$ cat config.mk
export PLATFORM = sky130hd
export DESIGN_NAME = tx_block_buffer
export DESIGN_NICKNAME = d
export VERILOG_FILES = /design/src/rtl/tx_buffer_pkg.sv /design/src/rtl/tx_shift.sv /design/src/rtl/tx_block_buffer.sv
export SDC_FILE = /design/constraint.sdc
export NUM_CORES = 1
export LEC_CHECK = 0
export CAP_MARGIN = 10
export CORE_ASPECT_RATIO = 0.5
export CORE_UTILIZATION = 49
export CTS_BUF_LIST = sky130_fd_sc_hd__clkbuf_8
export DETAILED_ROUTE_END_ITERATION = 10
export PLACE_DENSITY = 0.77
export SYNTH_ARGS = -nofsm -noshare
export SYNTH_HDL_FRONTEND = slang
export SYNTH_SLANG_ARGS = --single-unit
$ cat constraint.sdc
create_clock -name clk -period 5.1 [get_ports clk]
set_input_delay 1.02 -clock clk [delete_from_list [all_inputs] [get_ports clk]]
set_output_delay 1.02 -clock clk [all_outputs]
set_load 0.05 [all_outputs]
$ cat src/rtl/tx_buffer_pkg.sv
// rtl/tx_buffer_pkg.sv - shared widths and serialiser state encoding for tx_block_buffer
package tx_buffer_pkg;

  localparam int BLOCK_W         = 128;
  localparam int BYTE_W          = 8;
  localparam int BYTES_PER_BLOCK = 16;
  localparam int CNT_W           = 4;

  typedef enum logic [1:0] {
    IDLE  = 2'd0,
    START = 2'd1,
    WAIT  = 2'd2
  } tx_state_t;

endpackage

$ cat src/rtl/tx_shift.sv
// rtl/tx_shift.sv - block-to-byte serialiser: shift register, byte counter and UART handshake FSM
// Byte order follows TX_BUFFER_LSB_FIRST_EN (defined: LSB byte first, undefined: MSB byte first).
module tx_shift
  import tx_buffer_pkg::*;
(
  input  logic               clk,
  input  logic               reset,
  input  logic               i_fifo_empty,
  input  logic [BLOCK_W-1:0] i_head_block,
  input  logic               i_tx_done,
  output logic               o_pop,
  output logic               o_tx_start,
  output logic [BYTE_W-1:0]  o_byte,
  output logic               o_fsm_idle
);

  tx_state_t          r_state;
  tx_state_t          w_state_next;
  logic [BLOCK_W-1:0] r_shreg;
  logic [CNT_W-1:0]   r_byte_cnt;
  logic               w_load;
  logic               w_shift;

  always_comb begin
    w_state_next = r_state;
    w_load       = 1'b0;
    w_shift      = 1'b0;
    o_tx_start   = 1'b0;
    case (r_state)
      IDLE: begin
        if (!i_fifo_empty) begin
          w_load       = 1'b1;
          w_state_next = START;
        end
      end
      START: begin
        o_tx_start   = 1'b1;
        w_state_next = WAIT;
      end
      WAIT: begin
        // tx_done is only meaningful here; other states ignore it
        if (i_tx_done) begin
          if (r_byte_cnt == CNT_W'(BYTES_PER_BLOCK - 1)) begin
            w_state_next = IDLE;
          end else begin
            w_shift      = 1'b1;
            w_state_next = START;
          end
        end
      end
      default: w_state_next = IDLE;
    endcase
  end

  always_ff @(posedge clk or negedge reset) begin
    if (!reset) begin
      r_state <= IDLE;
    end else begin
      r_state <= w_state_next;
    end
  end

  always_ff @(posedge clk or negedge reset) begin
    if (!reset) begin
      r_shreg    <= '0;
      r_byte_cnt <= '0;
    end else if (w_load) begin
      r_shreg    <= i_head_block;
      r_byte_cnt <= '0;
    end else if (w_shift) begin
`ifdef TX_BUFFER_LSB_FIRST_EN
      r_shreg    <= r_shreg >> BYTE_W;
`else
      r_shreg    <= r_shreg << BYTE_W;
`endif
      r_byte_cnt <= r_byte_cnt + CNT_W'(1);
    end
  end

`ifdef TX_BUFFER_LSB_FIRST_EN
  assign o_byte = r_shreg[BYTE_W-1:0];
`else
  assign o_byte = r_shreg[BLOCK_W-1 -: BYTE_W];
`endif

  assign o_pop      = w_load;
  assign o_fsm_idle = (r_state == IDLE);

endmodule

$ cat src/rtl/tx_block_buffer.sv
// rtl/tx_block_buffer.sv - ciphertext block FIFO feeding a byte serialiser towards a UART transmitter
// Optional TX_BUFFER_LSB_FIRST_EN selects LSB-byte-first transmission (see tx_shift).
module tx_block_buffer
  import tx_buffer_pkg::*;
#(
  parameter int DEPTH = 4
) (
  input  logic               clk,
  input  logic               reset,
  input  logic [BLOCK_W-1:0] block_aes_to_buffer,
  input  logic               write_en,
  output logic               full,
  output logic               overflow,
  output logic [BYTE_W-1:0]  byte_shiftReg_to_UART_tx,
  output logic               tx_start,
  input  logic               tx_done,
  output logic               idle
);

  localparam int AW = $clog2(DEPTH);

  logic [BLOCK_W-1:0] r_mem [DEPTH];
  logic [AW-1:0]      r_wr_ptr;
  logic [AW-1:0]      r_rd_ptr;
  logic [AW:0]        r_count;
  logic               r_overflow;
  logic               w_full;
  logic               w_empty;
  logic               w_push;
  logic               w_pop;
  logic               w_fsm_idle;

  assign w_full  = (r_count == (AW+1)'(DEPTH));
  assign w_empty = (r_count == '0);
  // A pop in the same cycle does not make room for a write that arrives while full
  assign w_push  = write_en && !w_full;

  always_ff @(posedge clk) begin
    if (w_push) begin
      r_mem[r_wr_ptr] <= block_aes_to_buffer;
    end
  end

  always_ff @(posedge clk or negedge reset) begin
    if (!reset) begin
      r_wr_ptr   <= '0;
      r_rd_ptr   <= '0;
      r_count    <= '0;
      r_overflow <= 1'b0;
    end else begin
      if (w_push) begin
        r_wr_ptr <= r_wr_ptr + AW'(1);
      end
      if (w_pop) begin
        r_rd_ptr <= r_rd_ptr + AW'(1);
      end
      if (w_push && !w_pop) begin
        r_count <= r_count + (AW+1)'(1);
      end else if (w_pop && !w_push) begin
        r_count <= r_count - (AW+1)'(1);
      end
      if (write_en && w_full) begin
        r_overflow <= 1'b1;
      end
    end
  end

  tx_shift u_tx_shift (
    .clk          (clk),
    .reset        (reset),
    .i_fifo_empty (w_empty),
    .i_head_block (r_mem[r_rd_ptr]),
    .i_tx_done    (tx_done),
    .o_pop        (w_pop),
    .o_tx_start   (tx_start),
    .o_byte       (byte_shiftReg_to_UART_tx),
    .o_fsm_idle   (w_fsm_idle)
  );

  assign full     = w_full;
  assign overflow = r_overflow;
  assign idle     = w_empty && w_fsm_idle;

endmodule

# [After elaboration in Yosys (flattened, before gate mapping)]
# Memory sizes are Yosys's and may differ from the RTL's.
# Cells that the tools add are included.
[totals] register_bits=142 ram_bits=512 input_bits=132 output_inout_bits=12 word_cells=50 mem_count=1
[op_classes] n_addsub=5 n_eq_ne=6 muxes=18 reduce_logical=13
[memory_table] memory="r_mem" depth=4 width=128 read_ports=1 rd_clocked_by_memory_dff=0 write_ports=1 line="tx_block_buffer.sv:22" text="logic [BLOCK_W-1:0] r_mem [DEPTH];"
[op_table] cell="$mux W128" count=2
[op_table] cell="$mux W1" count=9
[op_table] cell="$mux W4" count=2
[op_table] cell="$mux W3" count=2
[op_table] cell="$pmux W2 S3" count=1
[op_table] cell="$logic_and A1 B1 Y1" count=5
[op_table] cell="$add A2 B1 Y2 const B" count=2
[op_table] cell="$add A4 B1 Y4 const B" count=1
[op_table] cell="$eq A4 B4 Y1 const B" count=1
[op_table] cell="$mux W2" count=2
[op_table] cell="$ne A2 B2 Y1 const B" count=2
[op_table] cell="$reduce_bool A2 Y1" count=2
[op_table] cell="$add A3 B1 Y3 const B" count=1
[op_table] cell="$eq A3 B3 Y1 const B" count=1
[op_table] cell="$logic_not A1 Y1" count=3
[op_table] cell="$logic_not A3 Y1" count=1
[op_table] cell="$sub A3 B1 Y3 const B" count=1
[op_table] cell="$eq A2 B1 Y1 const B" count=1
[op_table] cell="$eq A2 B2 Y1 const B" count=1
[op_table] cell="$logic_not A2 Y1" count=1
[op_table] cell="$reduce_and A2 Y1" count=1

# [Depth between registers and ports, before layout]
# Gate-level depths: netlist of run 1.
[logic_depth] depth_word=7 mapped_depth=11 ltp_nobuf=9

# [By module]
# Synthesis of run 1 repeated with hierarchy kept, for this count alone.
[unflattened] hier_cells=1195 hier_area_um2=24847.6
[modules_own_cells] mod="tx_block_buffer" instances=1 cells_per_inst=707 area_each_um2=18919.4
[modules_own_cells] mod="tx_shift" instances=1 cells_per_inst=488 area_each_um2=5928.2

# [Worst setup path before layout of run 1]
# Ideal clock, no wire load.
[synth_timing] kind="input to register" start="input write_en" end="memory r_mem[2][0] (enable)" setup_ns=0.502 arrival_ns=4.336 required_time_ns=4.598 path_slack_ns=0.261 stages=3 n_path_buf=1 cell_sequence="nor2b_1 > clkbuf_1 > and2_1"
[synth_via] elab_chain_cells=3
[synth_lines] element="start: declaration" line="tx_block_buffer.sv:11" text="input logic write_en,"
[synth_lines] element="$logic_and A1 B1 Y1" line="tx_block_buffer.sv:36" text="assign w_push = write_en && !w_full;"
[synth_lines] element="net w_push" line="tx_block_buffer.sv:29" text="logic w_push;"
[synth_lines] element="$mux W1" line="tx_block_buffer.sv:39" text="if (w_push) begin"
[synth_lines] element="$mux W1 (implied by the code)" line="tx_block_buffer.sv:40" text="r_mem[r_wr_ptr] <= block_aes_to_buffer;"
[synth_lines] element="end: declaration" line="tx_block_buffer.sv:22"
# The timed path passes the listed nets, and every way through them passes these cells.

# [Worst setup path after layout of run 1]
[layout_timing] start="register r_count[1]" end="output idle"
[layout_via] elab_chain_cells=2
[layout_lines] element="start: declaration" line="tx_block_buffer.sv:25" text="logic [AW:0] r_count;"
[layout_lines] element="start signal: assignment" line="tx_block_buffer.sv:58" text="r_count <= r_count + (AW+1)'(1);"
[layout_lines] element="start signal: assignment" line="tx_block_buffer.sv:60" text="r_count <= r_count - (AW+1)'(1);"
[layout_lines] element="$logic_not A3 Y1" line="tx_block_buffer.sv:34" text="assign w_empty = (r_count == '0);"
[layout_lines] element="$logic_and A1 B1 Y1" line="tx_block_buffer.sv:82" text="assign idle = w_empty && w_fsm_idle;"
[layout_lines] element="end: declaration" line="tx_block_buffer.sv:17" text="output logic idle"
# No other way between the ends.

==> impl_metrics.json, run 1 <==
{
  "cts_resized": 0,
  "setup_viol": 0,
  "areaGrowthSynthToFinish_pct": 15.4,
  "cp.required_ps": 4080,
  "synth_nets": 1345,
  "p_total_mw": 17.0,
  "ff2ff_path_depth": 7,
  "dieArea_mm2": 0.0516,
  "finalInstanceArea_mm2": 0.0286,
  "grt_max_degree": 111,
  "routed_via_density": 6.01,
  "fin_tns_setup_ps": 0,
  "hpwlAfterDp_mm": 29.1,
  "finalCritPeriodShare": 0.695,
  "cts_setup_buffers": 0,
  "overflow": 0,
  "status": "finished clean",
  "ys_ff_latch": 654,
  "p_leak_nw": 10.2,
  "maxCapViolCount": 0,
  "clock_latency_ps": 650,
  "synth_area_mm2": 0.0248,
  "grt_pass1_wl_mm": 79.2,
  "fillers": 3425,
  "track_usage": 0.202,
  "drcViolationCount": 0,
  "placement.cell_area_mm2": 0.0268,
  "root_buffer": "clkbuf_8",
  "antenna_found_initial": 2,
  "synthFlopType": "edfxtp_1",
  "synth_common_cells": "edfxtp_1, dfrtp_1, mux4_2",
  "startpoint": "r_count[1]$_DFFE_PN0P_",
  "cp-end-kind": "primary output",
  "synthArstFlopShare": 0.217,
  "clock_sinks": 654,
  "skew_ps": 20.1,
  "synth_cell_types": 35,
  "synth_top_area_frac": 0.620,
  "worstMarginPinSlew_ps": 1180,
  "fmax_mhz": 282,
  "wl_mm": 51.1,
  "htree_levels": 3,
  "cts_tree": "built",
  "cp.arrival_ps": 2520,
  "drive_above_1_share": 0.197,
  "drt-initial-drc-count": 1254,
  "avgSynthCellArea_um2": 20.6,
  "core_area_mm2": 0.0492,
  "period_minus_slack_ps": 3540,
  "r2r-start": "u_tx_shift.r_state[0]$_DFFE_PN0P_",
  "row_count": 57,
  "start_util": 0.504,
  "fin_hold_ws_ps": 443,
  "die_w_um": 320,
  "io_buffers": 143,
  "critical_path_class": "reg2out",
  "max-clock-path-buffers": 3,
  "grt_setup_unrepaired": "no",
  "vias": 12600,
  "grt_pass1_vias": 13300,
  "r2r-end": "r_count[1]$_DFFE_PN0P_",
  "synth-edff-count": 512,
  "ant_nets": 0,
  "yosysWarningCount": 0,
  "drt_pass1_iterations": 5,
  "irDropWorstVdd_v": 0.000432,
  "wl_per_cell_um": 24.4,
  "clk_pin_slew_ps": 70,
  "synth_largest_area_cell": "edfxtp_1",
  "hp-class": "in2async",
  "synth_cells": 1206,
  "synth.most_common_cell": "edfxtp_1",
  "die_h_um": 161,
  "nets": 1504,
  "critPathMaxFanout": 5,
  "ctsHoldBuffers": 0,
  "drv_slew": 0,
  "slew_headroom": 0.216,
  "pwr_density_cell_mw_per_mm2": 595,
  "cts_buffers": 91,
  "yosysSeqAreaShare": 0.763,
  "worst-r2r-setup-slack_ps": 1640,
  "gp_congestion": 0.765,
  "io_pins": 144,
  "yosys-top-cells-area": "edfxtp_1, dfrtp_1, mux4_2",
  "startpoint_type": "flip-flop",
  "hold_violations": 0
}
==> registers in the layout, indices dropped and copies added (netlist names) <==
| name | cells |
|---|---|
| r_mem | 512 |
| u_tx_shift.r_shreg | 128 |
| u_tx_shift.r_byte_cnt | 4 |
| r_count | 3 |
| r_rd_ptr | 2 |
| r_wr_ptr | 2 |
| u_tx_shift.r_state | 2 |
| overflow | 1 |
==> placed cells by master (no fill, tap or decap), types with 6 or more instances in the layout <==
cell             Yosys  routed
edfxtp_1           512     512
clkdlybuf4s50_1      0     142
dfrtp_1            142     140
mux4_2             128     128
and3_1             109     109
clkbuf_8             0     109
a221o_1            108     108
inv_1                6      53
nand3_1             15      15
nor3_1              13      13
o21ai_0             13      13
a31oi_1             12      12
buf_4               10      12
a22o_1               9       9
clkinv_2             0       9
buf_12               0       7
ha_1                 6       6
==> cell type report <==
| class | count | area (um2) | share of cell area |
|---|---|---|---|
| sequential | 654 | 18900 | 0.662 |
| multi-input combinational | 450 | 5380 | 0.188 |
| timing repair buffer | 162 | 1660 | 0.0581 |
| clock buffer | 109 | 1500 | 0.0524 |
| tap | 649 | 812 | 0.0284 |
| clock inverter | 63 | 293 | 0.0102 |
| inverter | 6 | 22.5 | 0.000787 |
| antenna | 2 | 5.00 | 0.000175 |
==> worst max-delay path: stages, from the launching register on <==
cell             delay [ps]
dfrtp_1                 430
or3_2                   510
nor2_1                  130
clkdlybuf4s50_1         810
==> worst max path at each step <==
stage	endpoint	slack, ps	cells after the start
finish	idle	1560	3
CTS	idle	1500	3
floorplan	r_mem[2][0]$_DFFE_PP_	260	3
detailed placement	r_mem[2][85]$_DFFE_PP_	1430	4
global route	idle	1420	3
global placement	r_mem[2][90]$_DFFE_PP_	1560	4
==> layer usage <==
metal,vias to the layer above,track usage,part of all wire
li1,5387,-,-
met1,6627,0.268,0.40
met2,497,0.342,0.52
met3,73,0.0396,0.066
met4,0,0.0629,0.020
met5,-,0,0
==> cells by family (layout without fill, tap and decap cells) <==
group / Yosys count / in the layout / share of synthesized area
muxes: 130 / 130 / 0.117
and+or+nand+nor: 158 / 158 / 0.0383
DFF: 654 / 654 / 0.763
adders and majority gates: 7 / 7 / 0.00384
AOI/OAI and AO/OA: 149 / 149 / 0.0543
buffers and inverters: 102 / 340 / 0.0208
xor gates and xnor gates: 6 / 6 / 0.00212
other: 0 / 2 / 0
==> through the flow <==
step | instances | utilization | worst slack [ps]
6_report | 2095 | 0.581 | 1560
5_1_grt | 2095 | 0.581 | 1420
4_1_cts | 2093 | 0.581 | 1500
3_5_place_dp | 1921 | 0.545 | 1430
3_3_place_gp | 1921 | 0.545 | 1560
2_1_floorplan | 1206 | - | 261
==> where the power goes <==
part,switching [mW],internal (mW)
Combinational,2.57,2.42
Clock,1.89,2.00
Sequential,0.872,7.28
Note: power is estimated with default switching activity, not from simulation.
==> run 2, diff against run 1 <==
Clock period 5.1 ns to 3.5 ns, I/O delays scaled along.
==> run 2 against run 1 <==
Register-to-register slack lost 850 ps; non-clock buffer count grew 14; clock skew grew 4.3 ps; final cell count grew 0.29%; cell area grew 0.61%; combinational power grew 52%; via count grew 0.62%; sequential power grew 44%; highest routed layer unchanged.
==> impl_metrics.json, run 2 (synthesized netlist as in run 1, its figures left out) <==
{
  "final_cell_mix": "edfxtp_1, clkdlybuf4s50_1, dfrtp_1",
  "irDropWorstVdd_v": 0.000580,
  "cp-end-kind": "primary output",
  "top_usage_layer": "met2",
  "finalCritPeriodShare": 0.933,
  "critical-path-top-delay-family": "buffers and inverters",
  "wl_per_cell_um": 24.2,
  "htree_levels": 3,
  "layout_commonest_cell": "edfxtp_1",
  "grt_pass1_vias": 13400,
  "grt_util_met2": 0.343,
  "areaGrowthSynthToFinish_pct": 16.1,
  "maxCapViolCount": 0,
  "gr-usage-met1": 0.263,
  "clk_pin_slew_ps": 60,
  "grt_max_degree": 111,
  "cts_buffers": 88,
  "clock_latency_ps": 640,
  "routed_via_density": 6.03,
  "startpoint_type": "flip-flop",
  "internal_power_mw": 17.1,
  "ant_nets": 0,
  "largest_reg_flops": 512,
  "vias": 12700,
  "fin_tns_setup_ps": 0,
  "place_inst": 1934,
  "top_regs": "r_mem (512), u_tx_shift.r_shreg (128), u_tx_shift.r_byte_cnt (4)",
  "pwr_density_cell_mw_per_mm2": 864,
  "stdcell_count": 2101,
  "p_sw_mw": 7.72,
  "dieArea_mm2": 0.0516,
  "wl_mm": 50.9,
  "cts_tree": "built",
  "start_util": 0.504,
  "grt_pass1_wl_mm": 78.2,
  "antenna_found_initial": 2,
  "cp_slowest_cell": "clkdlybuf4s50_1",
  "critical_path_class": "reg2out",
  "final_util": 0.585,
  "hp-class": "reg2reg",
  "clock_power_share": 0.223,
  "nets": 1515,
  "drt-initial-drc-count": 1283,
  "p_leak_nw": 10.3,
  "core_area_mm2": 0.0492,
  "worstMarginPinSlew_ps": 1060,
  "slowest_delay_ps": 830,
  "track_usage": 0.200,
  "hold_violations": 0,
  "die_w_um": 320,
  "die_h_um": 161,
  "fmax_mhz": 306,
  "cp.arrival_ps": 2570,
  "io_pins": 144,
  "regMostFlops": "r_mem",
  "switching_share": 0.310,
  "setup_viol": 0,
  "period_minus_slack_ps": 3270,
  "clock_sinks": 654,
  "slew_headroom": 0.292,
  "drv_slew": 0,
  "power_frac_comb": 0.305,
  "drt_pass1_iterations": 5,
  "status": "finished clean",
  "io_buffers": 143,
  "grt_use_met3": 0.0352,
  "gp_congestion": 0.798,
  "cp_cell_sequence": "or3_2, nor2_1, clkdlybuf4s50_1",
  "critPathMaxFanout": 5,
  "hpwlAfterDp_mm": 29.5,
  "fin_hold_ws_ps": 490,
  "p_seq_frac": 0.472,
  "cts_setup_buffers": 0,
  "overflow": 0,
  "max-clock-path-buffers": 3,
  "grt_setup_unrepaired": "no",
  "cp.required_ps": 2800,
  "critPathBufInv": 1,
  "drive_above_1_share": 0.197,
  "drcViolationCount": 0,
  "skew_ps": 24.4,
  "row_count": 57,
  "root_buffer": "clkbuf_8"
}
[run 2: cell count changes in the layout (fill, tap and decap cells not counted)]
| cell | change |
|---|---|
| clkinv_2 | -3 |
| inv_8 | +1 |
| clkinvlp_4 | -1 |
| dlygate4sd3_1 | +1 |
| clkinv_1 | +7 |
| diode_2 | +1 |
| buf_4 | +1 |
| inv_6 | -3 |
| bufinv_16 | +2 |
| buf_12 | +12 |
| clkbuf_8 | -9 |
| inv_1 | -3 |
[run 2: worst reg2reg max path: stages (launching register included)]
cell,delay (ps)
dfrtp_1,430
or3_2,510
buf_4,440
a22oi_2,410
buf_4,550
a221o_1,280
[run 2: layout make-up]
cell class | instances | area (um2)
Clock buffer | 100 | 1380
Antenna cell | 3 | 7.51
Multi-Input combinational cell | 450 | 5380
Sequential cell | 654 | 18900
Inverter | 6 | 22.5
Clock inverter | 63 | 330
Fill cell | 3428 | 20400
Tap cell | 649 | 812
Timing Repair Buffer | 176 | 1920
[run 2: power groups by stage]
stage / sequential [mW] / combinational (mW) / clock [mW]
finish: 11.7 / 7.58 / 5.54
global route: 11.9 / 8.13 / 5.96
CTS: 11.7 / 7.66 / 5.63
detailed placement: 11.8 / 7.63 / 0
global placement: 11.7 / 7.41 / 0
floorplan: 11.3 / 5.82 / 0
[run 2: per-layer routing]
| layer | wire length (um) | vias up | share of wire |
|---|---|---|---|
| met3 | 3150 | 70 | 0.062 |
| li1 | - | 5418 | - |
| met2 | 26600 | 523 | 0.52 |
| met5 | 0 | - | 0 |
| met4 | 936 | 0 | 0.018 |
| met1 | 20200 | 6651 | 0.40 |
[run 2: per-stage QoR]
step	worst slack, ps	total power [mW]	cell area (um2)
floorplan	97.4	17.1	24800
global placement	681	19.1	27100
detailed placement	556	19.5	27100
CTS	204	25.0	28800
global route	115	26.0	28800
finish	235	24.9	28800
[run 2: worst paths after layout]
kind	cells after the start	slack (ps)	from	endpoint
max	3	230	r_count[1]$_DFFE_PN0P_	idle
min reg2reg	1	490	overflow$_DFFE_PN0P_	overflow$_DFFE_PN0P_
min	1	490	overflow$_DFFE_PN0P_	overflow$_DFFE_PN0P_
min in group asynchronous	2	590	reset	u_tx_shift.r_shreg[119]$_DFFE_PN0P_
max in group asynchronous	3	2060	reset	u_tx_shift.r_shreg[40]$_DFFE_PN0P_
max reg2reg	5	790	r_count[1]$_DFFE_PN0P_	u_tx_shift.r_shreg[23]$_DFFE_PN0P_
[run 2: repair_timing]
action | in CTS | in global routing
hold buffers | 1 | 0
endpoints found under the setup margin | 0 | 0
hold endpoints to repair | 29 | 0
gates resized for setup | 0 | 0
==> run 3, diff against run 2 <==
Settings changed: ABC_CLOCK_PERIOD_IN_PS from default to 3500, SYNTH_HIERARCHICAL from default to 1.
==> run 3 against run 2 <==
Fmax increased by 8.5%; worst setup slack improved by 260 ps; synthesized area increased by 0.22%; routed wire length increased by 2.0%; sequential power about the same.
==> impl_metrics.json, run 3 <==
{
  "ant_nets": 0,
  "ctsHoldBuffers": 0,
  "wl_mm": 51.9,
  "io_pins": 144,
  "finalCritPeriodShare": 0.860,
  "synthFlopType": "edfxtp_1",
  "cts_setup_buffers": 0,
  "gp_congestion": 0.784,
  "maxCapViolCount": 0,
  "avgSynthCellArea_um2": 20.8,
  "start_util": 0.504,
  "ys_ff_latch": 654,
  "status": "finished clean",
  "cts_tree": "built",
  "grt_setup_unrepaired": "no",
  "clk_pin_slew_ps": 60,
  "largest_reg_flops": 512,
  "root_buffer": "clkbuf_8",
  "core_area_mm2": 0.0493,
  "drv_slew": 0,
  "htree_levels": 3,
  "yosys-top-cells-area": "edfxtp_1, dfrtp_1, mux4_2",
  "routed_via_density": 5.96,
  "worst-r2r-setup-slack_ps": 910,
  "max-clock-path-buffers": 3,
  "p_leak_nw": 10.4,
  "synth_cells": 1195,
  "cp-end-kind": "primary output",
  "antenna_found_initial": 5,
  "skew_ps": 26.3,
  "hpwlAfterDp_mm": 30.2,
  "die_w_um": 320,
  "p_total_mw": 24.4,
  "fmax_mhz": 332,
  "worstMarginPinSlew_ps": 1150,
  "clock_latency_ps": 650,
  "irDropWorstVdd_v": 0.000764,
  "layout_commonest_cell": "edfxtp_1",
  "drcViolationCount": 0,
  "cts_buffers": 90,
  "areaGrowthSynthToFinish_pct": 15.7,
  "slew_headroom": 0.232,
  "synthArstFlopShare": 0.217,
  "synth-edff-count": 512,
  "cp.required_ps": 2800,
  "io_buffers": 143,
  "yosysWarningCount": 6,
  "cts_resized": 0,
  "hold_violations": 0,
  "wl_per_cell_um": 24.5,
  "pwr_density_cell_mw_per_mm2": 849,
  "startpoint_type": "flip-flop",
  "stdcell_count": 2124,
  "top_regs": "r_mem (512), u_tx_shift/r_shreg (128), u_tx_shift/r_byte_cnt (4)",
  "critical_path_class": "reg2out",
  "synth_largest_area_cell": "edfxtp_1",
  "row_count": 57,
  "synth_common_cells": "edfxtp_1, dfrtp_1, mux4_2",
  "final_cell_mix": "edfxtp_1, clkdlybuf4s50_1, dfrtp_1",
  "synth_nets": 1334,
  "yosysSeqAreaShare": 0.762,
  "synth_top_area_frac": 0.619,
  "die_h_um": 161,
  "clock_sinks": 654,
  "setup_viol": 0,
  "regMostFlops": "r_mem",
  "period_minus_slack_ps": 3010,
  "nets": 1506,
  "vias": 12700,
  "synth_area_mm2": 0.0248,
  "drt_pass1_iterations": 5,
  "cp.arrival_ps": 2310,
  "dieArea_mm2": 0.0517,
  "drive_above_1_share": 0.205,
  "place_inst": 1953,
  "track_usage": 0.204,
  "critPathMaxFanout": 4,
  "overflow": 0,
  "synth.most_common_cell": "edfxtp_1",
  "grt_max_degree": 93,
  "synth_cell_types": 38,
  "fin_tns_setup_ps": 0,
  "grt_pass1_vias": 13500,
  "hp-class": "in2async",
  "grt_pass1_wl_mm": 80.2,
  "drt-initial-drc-count": 1353
}
run 3: per-stage QoR:
stage	instance area (um2)	hold WS (ps)	worst slack (ps)	util
after global placement	27000	443	633	0.548
after CTS	28700	58.4	449	0.583
after floorplan	24900	404	500	-
after detailed placement	27000	453	596	0.548
final	28700	63.1	491	0.583
after global routing	28700	77.0	318	0.583
run 3: cell type report:
type / instances / area, um2
timing repair buffer: 172 / 1830
sequential: 654 / 18900
tap: 678 / 848
antenna: 5 / 12.5
clock buffer: 105 / 1450
multi-input combinational: 442 / 5350
fill: 3391 / 20500
clock inverter: 61 / 293
inverter: 7 / 28.8
run 3: worst max-delay path: stages (launching register included):
cell	delay, ps
dfrtp_1	450
nor3_1	250
and2_1	170
clkdlybuf4s50_1	800
run 3: routing by layer:
metal,share of wire,track usage
met1,0.41,0.271
met2,0.51,0.344
met3,0.058,0.0360
met4,0.020,0.0705
met5,0,0
run 3: path summary, 6_finish.rpt:
kind / start / end / cells past startpoint
worst max-delay path: r_count[0]$_DFFE_PN0P_ / idle / 3
worst min-delay path: reset / u_tx_shift/r_shreg[124]$_DFFE_PN0P_ / 1
worst max register to register: r_count[0]$_DFFE_PN0P_ / r_rd_ptr[1]$_DFFE_PN0P_ / 6
worst min register to register: overflow$_DFFE_PN0P_ / overflow$_DFFE_PN0P_ / 1
max in group asynchronous: reset / u_tx_shift/r_shreg[74]$_DFFE_PN0P_ / 2
min in group clk: overflow$_DFFE_PN0P_ / overflow$_DFFE_PN0P_ / 1
run 3: cell families (layout without fill, tap and decap cells):
family          after synthesis  count (layout)  share of synthesized area
compound gates              136             136                     0.0517
xor+xnor                      6               6                    0.00212
fa+ha+maj                     7               7                    0.00383
buf+inv                      99             345                     0.0242
flops                       654             654                      0.762
mux                         132             132                      0.118
other cells                   0               5                          0
simple gates                161             161                     0.0386
run 3: where the power goes:
part,switching [mW],total [mW],internal (mW),leakage (nW)
sequential,0.966,11.6,10.6,6.42
clock,2.76,5.57,2.82,1.04
combinational,3.80,7.26,3.46,2.91
